<file path="config.mk">
export PLATFORM = sky130hd
export DESIGN_NAME = hazard_stall_controller
export DESIGN_NICKNAME = d
export VERILOG_FILES = /design/src/rtl/hazard_stall_controller_pkg.sv /design/src/rtl/hazard_reg_match.sv /design/src/rtl/hazard_stall_controller.sv
export SDC_FILE = /design/constraint.sdc
export NUM_CORES = 1
export LEC_CHECK = 0
export BUFFER_PORTS_ARGS = -buffer_cell sky130_fd_sc_hd__buf_2
export CAP_MARGIN = 20
export CORE_UTILIZATION = 51
export DETAILED_ROUTE_END_ITERATION = 12
export GPL_TIMING_DRIVEN = 0
export HOLD_SLACK_MARGIN = 0.12
export PLACE_DENSITY = 0.8
export SYNTH_ARGS = -nofsm -noshare
export SYNTH_HDL_FRONTEND = slang
export SYNTH_SLANG_ARGS = --single-unit
</file>
<file path="constraint.sdc">
create_clock -name Clock -period 4.4 [get_ports Clock]
set_input_delay 0.88 -clock Clock [delete_from_list [all_inputs] [get_ports Clock]]
set_output_delay 0.88 -clock Clock [all_outputs]
set_load 0.01 [all_outputs]
</file>
<file path="src/rtl/hazard_stall_controller_pkg.sv">
// rtl/hazard_stall_controller_pkg.sv - shared types and defaults for the hazard stall controller
// Holds the FSM state encoding and default parameter values used by the top and its helpers.
package hazard_stall_controller_pkg;

  typedef enum logic [1:0] {
    RUN    = 2'd0,
    STALL  = 2'd1,
    FREEZE = 2'd2
  } state_e;

  localparam int DEF_REG_ADDR_W      = 5;
  localparam int DEF_LOAD_USE_STALLS = 1;
  localparam int DEF_BRANCH_IN_ID    = 1;
  localparam int DEF_CNT_W           = 32;

  function automatic logic [1:0] max_len(input logic [1:0] a, input logic [1:0] b);
    return (a > b) ? a : b;
  endfunction

endpackage

</file>
<file path="src/rtl/hazard_reg_match.sv">
// rtl/hazard_reg_match.sv - single source/destination register specifier comparison
// Register 0 is hardwired and therefore never produces a dependency.
module hazard_reg_match
  import hazard_stall_controller_pkg::*;
#(
  parameter int REG_ADDR_W = DEF_REG_ADDR_W
) (
  input  logic [REG_ADDR_W-1:0] src,
  input  logic                  uses,
  input  logic [REG_ADDR_W-1:0] dst,
  output logic                  match
);

  assign match = uses && (src != '0) && (src == dst);

endmodule

</file>
<file path="src/rtl/hazard_stall_controller.sv">
// rtl/hazard_stall_controller.sv - load-use / branch hazard stall and memory-wait freeze control
// Hazard outputs are combinational in the detecting cycle; the FSM tracks remaining bubbles.
module hazard_stall_controller
  import hazard_stall_controller_pkg::*;
#(
  parameter int REG_ADDR_W      = DEF_REG_ADDR_W,
  parameter int LOAD_USE_STALLS = DEF_LOAD_USE_STALLS,
  parameter int BRANCH_IN_ID    = DEF_BRANCH_IN_ID,
  parameter int CNT_W           = DEF_CNT_W
) (
  input  logic                  Clock,
  input  logic                  Reset,
  input  logic [REG_ADDR_W-1:0] ID_Rs,
  input  logic [REG_ADDR_W-1:0] ID_Rt,
  input  logic                  ID_UsesRs,
  input  logic                  ID_UsesRt,
  input  logic                  ID_IsBranch,
  input  logic                  EX_MemRead,
  input  logic                  EX_RegWrite,
  input  logic [REG_ADDR_W-1:0] EX_Rd,
  input  logic                  MEM_MemRead,
  input  logic                  MEM_MemWrite,
  input  logic                  MEM_RegWrite,
  input  logic [REG_ADDR_W-1:0] MEM_Rd,
  input  logic                  DMem_Ready,
  output logic                  PC_WriteEnable,
  output logic                  IFID_WriteEnable,
  output logic                  Flush,
  output logic                  Freeze,
  output logic [CNT_W-1:0]      StallCycles
);

  localparam logic [1:0] LU_LEN = 2'(LOAD_USE_STALLS);
  localparam logic       BR_EN  = (BRANCH_IN_ID != 0);

  logic m_ex_rs, m_ex_rt, m_mem_rs, m_mem_rt;

  hazard_reg_match #(.REG_ADDR_W(REG_ADDR_W)) u_match_ex_rs (
    .src(ID_Rs), .uses(ID_UsesRs), .dst(EX_Rd), .match(m_ex_rs)
  );
  hazard_reg_match #(.REG_ADDR_W(REG_ADDR_W)) u_match_ex_rt (
    .src(ID_Rt), .uses(ID_UsesRt), .dst(EX_Rd), .match(m_ex_rt)
  );
  hazard_reg_match #(.REG_ADDR_W(REG_ADDR_W)) u_match_mem_rs (
    .src(ID_Rs), .uses(ID_UsesRs), .dst(MEM_Rd), .match(m_mem_rs)
  );
  hazard_reg_match #(.REG_ADDR_W(REG_ADDR_W)) u_match_mem_rt (
    .src(ID_Rt), .uses(ID_UsesRt), .dst(MEM_Rd), .match(m_mem_rt)
  );

  logic       ex_any, mem_any, load_use, mem_wait;
  logic [1:0] lu_len, br_len, haz_len;

  always_comb begin
    ex_any   = m_ex_rs | m_ex_rt;
    mem_any  = m_mem_rs | m_mem_rt;
    load_use = EX_MemRead & EX_RegWrite & ex_any;
    mem_wait = (MEM_MemRead | MEM_MemWrite) & ~DMem_Ready;
    lu_len   = load_use ? LU_LEN : 2'd0;
    br_len   = 2'd0;
    if (BR_EN && ID_IsBranch) begin
      if (EX_RegWrite && ex_any) begin
        br_len = EX_MemRead ? 2'd2 : 2'd1;
      end else if (MEM_MemRead && MEM_RegWrite && mem_any) begin
        br_len = 2'd1;
      end
    end
    haz_len = max_len(lu_len, br_len);
  end

  state_e           state_q, state_d, eff_state;
  logic [1:0]       cnt_q, cnt_d;
  logic             ret_q, ret_d;
  logic [CNT_W-1:0] stall_q, stall_d;

  always_comb begin
    state_d          = state_q;
    cnt_d            = cnt_q;
    ret_d            = ret_q;
    PC_WriteEnable   = 1'b1;
    IFID_WriteEnable = 1'b1;
    Flush            = 1'b0;
    Freeze           = 1'b0;
    // Once a freeze clears, the cycle behaves exactly like the state it interrupted.
    eff_state        = state_q;
    if (state_q == FREEZE) begin
      eff_state = ret_q ? STALL : RUN;
    end

    if (mem_wait) begin
      Freeze           = 1'b1;
      PC_WriteEnable   = 1'b0;
      IFID_WriteEnable = 1'b0;
      if (state_q != FREEZE) begin
        ret_d   = (state_q == STALL);
        state_d = FREEZE;
      end
    end else begin
      case (eff_state)
        STALL: begin
          PC_WriteEnable   = 1'b0;
          IFID_WriteEnable = 1'b0;
          Flush            = 1'b1;
          if (cnt_q == 2'd0) begin
            state_d = RUN;
          end else begin
            cnt_d   = cnt_q - 2'd1;
            state_d = STALL;
          end
        end
        default: begin
          state_d = RUN;
          if (haz_len != 2'd0) begin
            PC_WriteEnable   = 1'b0;
            IFID_WriteEnable = 1'b0;
            Flush            = 1'b1;
            if (haz_len > 2'd1) begin
              state_d = STALL;
              cnt_d   = haz_len - 2'd2;
            end
          end
        end
      endcase
    end

    if (!Reset) begin
      PC_WriteEnable   = 1'b0;
      IFID_WriteEnable = 1'b0;
      Flush            = 1'b1;
      Freeze           = 1'b0;
    end
  end

  always_comb begin
    stall_d = stall_q;
    if ((Flush || Freeze) && (stall_q != '1)) begin
      stall_d = stall_q + CNT_W'(1);
    end
  end

  always_ff @(posedge Clock or negedge Reset) begin
    if (!Reset) begin
      state_q <= RUN;
      cnt_q   <= 2'd0;
      ret_q   <= 1'b0;
      stall_q <= '0;
    end else begin
      state_q <= state_d;
      cnt_q   <= cnt_d;
      ret_q   <= ret_d;
      stall_q <= stall_d;
    end
  end

  assign StallCycles = stall_q;

endmodule

</file>
==> results.cfg <==
[outcome]
status = finished, final reports clean

[global_route]
grt_use_met3_pct = 3.79
grt_pass1_wl_um = 7480
first_global_vias = 1668
use_met1_pct = 30.8
grt_overflow = 0
gr-usage-met2_pct = 34.8
antenna_found_initial = 0
grt_usage_pct = 22.3
grt_start_max_net_pins = 41
top_usage_layer = met2

[clock_tree]
cts_sinks = 37
clk_pin_slew_ns = 0.07
ctsHtreeMaxLevel = 2
tritoncts = yes
clock-root-buffer = clkbuf_8
clk_latency_ns = 0.29
clock_path_buffers = 2
cts_buffers = 5

[logic_synthesis]
yosysTopAreaCellShare_pct = 43.8
synth_ff_type = dfrtp_1
syn_area_sq_um = 2110
seq_area_frac_synth_pct = 43.8
synth_cell_type_count = 34
synth_edf_count = 0
yosys.area.top_type = dfrtp_1
yosysMostFrequentCell = dfrtp_1
ys.warnings.count = 0
synth_area_leaders = dfrtp_1, xor2_1, xnor2_1
ys_async_sr_fraction_pct = 100
ys_ff_latch = 37
syn_nets = 253
netlist_top_cells_count = dfrtp_1, xor2_1, nand2_1
synth_cells = 219
avgSynthCellArea_sq_um = 9.65

[sta]
maxClockFrequency_mhz = 237
hold_slack_ns = 0.480
slew_violations = 0
finalSetupViolCount = 0
setup_tns_ns = 0
finalClockSkew_ns = 0.00662
grt_setup_unrepaired = false
slew_headroom_pct = 42.8
hold_viol_final = 0
min_period_ns = 4.22
timing.final.crit_share_pct = 95.9
worst_slew_pin_slew_ns = 0.858

[route]
drt_iter0_drc = 137
firstDrtPassIters = 4
route.vias.total = 1855
viasPerCell = 5.39
routedWlPerCell_um = 13.4
drc_errors = 0
antenna_left = 0
drt-total-wl_um = 4600

[worst_hold_path]
min-delay-start = StallCycles[13]
hold_end = StallCycles[13]
hold_depth = 1
hold_path_class = reg -> reg

[critical_path]
r2r_start = StallCycles[0]
cp.required_ns = 3.52
cp-start-kind = input pin
endpoint_kind = primary output
reg2reg_to = StallCycles[1]
critical_path.slowest_cell = or4_1
crit_type = in -> out
crit_path_max_incr_delay_ns = 0.56
arrival_ns = 3.34
worstRegToRegCells = 7
cp_cell_sequence = buf_2 > or4_1 > o21ai_2 > nor4_2 > o21ai_4 > mux2i_1 > and2_1 > ha_4 > nor2_2 > nand2_1 > o2111ai_2 > nor2_2 > buf_4 > buf_2
worstPathMaxFanout = 5
rrSetupSlack_ns = 1.95

[die]
die_w_um = 66.4
core-area_sq_um = 4000
initial_core_util_pct = 52.8
die-area_sq_um = 4400
rows = 23
die_h_um = 66.4
io_pins = 67

[cells_and_area]
layout-drive-gt1-share_pct = 31.6
area_growth_pct = 24.4
final_util_pct = 65.7
design_area_sq_um = 2630
antenna_cells = 0
nNetsFinal = 327

[place]
placed_area_sq_um = 2510
dpl.hpwl_um = 3310
gp_congestion = 0.876
port_buffers = 66

[power]
ir_drop_mv = 0.316
p_per_area_nw_per_um2 = 331
leakagePower_uw = 0.00140

[flow_run]
drv_cap = 0
[worst max-delay path, delay by kind of cell]
family	cells	cell delay, ns
buf+inv	3	0.39
mux	1	0.20
fa+ha+maj	1	0.21
compound gates	3	0.62
simple gates	6	1.07
[metal layers]
| layer | share of wire [%] | up-vias |
|---|---|---|
| met5 | 0 | - |
| met3 | 3.9 | 7 |
| li1 | - | 888 |
| met2 | 48 | 49 |
| met4 | 1.3 | 0 |
| met1 | 46 | 911 |
[how the worst max path moves through the flow]
stage              from        endpoint  slack [ns]  cells past startpoint
3_5_place_dp   ID_Rt[0]  PC_WriteEnable        0.04                     14
3_3_place_gp   ID_Rt[0]  PC_WriteEnable        0.09                     14
6_report       ID_Rt[0]  PC_WriteEnable        0.18                     14
4_1_cts        ID_Rt[0]  PC_WriteEnable        0.04                     14
5_1_grt        ID_Rs[0]  PC_WriteEnable        0.04                     14
2_1_floorplan  ID_Rt[0]  PC_WriteEnable        0.45                     11
[what timing repair did]
action                                  in CTS  in global routing
endpoints found under the setup margin       0                  3
buffers inserted                             0                  1
resized for setup                            0                  7
hold buffers                                 0                  0
[sequential cells by signal (all words and copies together) (netlist names)]
signal       count
ret_q            1
state_q          2
cnt_q            2
StallCycles     32
[through the flow]
stage | setup WS (ns) | power [uW] | cells
after global routing | 0.0377 | 922 | 344
after detailed placement | 0.0436 | 646 | 335
after CTS | 0.0416 | 873 | 343
after floorplan | 0.455 | 553 | 219
final | 0.179 | 870 | 344
after global placement | 0.0879 | 636 | 335
[layout make-up]
type | instances | area (sq um)
well taps | 50 | 62.6
clock buffers | 6 | 72.6
flip-flops and latches | 37 | 926
fillers | 328 | 1370
repair buffers | 67 | 338
inverters | 10 | 37.5
clock inverters | 2 | 10.0
plain buffers | 5 | 33.8
multi-input cells | 167 | 1150
[cells in the final DEF, fill, tap and decap left out, drive strengths merged, types with 7 or more instances in the layout]
master and instances:
buf 71, dfrtp 37, xor2 35, nand2 21, nor2 20, xnor2 16
nor3 16, nand3 14, inv 10, o21ai 8, clkbuf 7
[power breakdown]
part	leakage, uW	switching, uW	total [uW]	internal [uW]
logic	0.000867	111	206	95.1
clock network	0.0000450	119	229	110
registers	0.000486	49.9	434	384
[logic make-up (layout without fill, tap and decap cells)]
| family | Yosys count | after routing | synth area share (%) |
|---|---|---|---|
| AOI/OAI and AO/OA | 17 | 17 | 6.22 |
| xor gates and xnor gates | 51 | 51 | 21.1 |
| adders and majority gates | 3 | 3 | 1.78 |
| buffers and inverters | 15 | 90 | 3.37 |
| DFF | 37 | 37 | 43.8 |
| muxes | 2 | 2 | 1.01 |
| and+or+nand+nor | 94 | 94 | 22.7 |
Power figures use the tool's default switching activity.
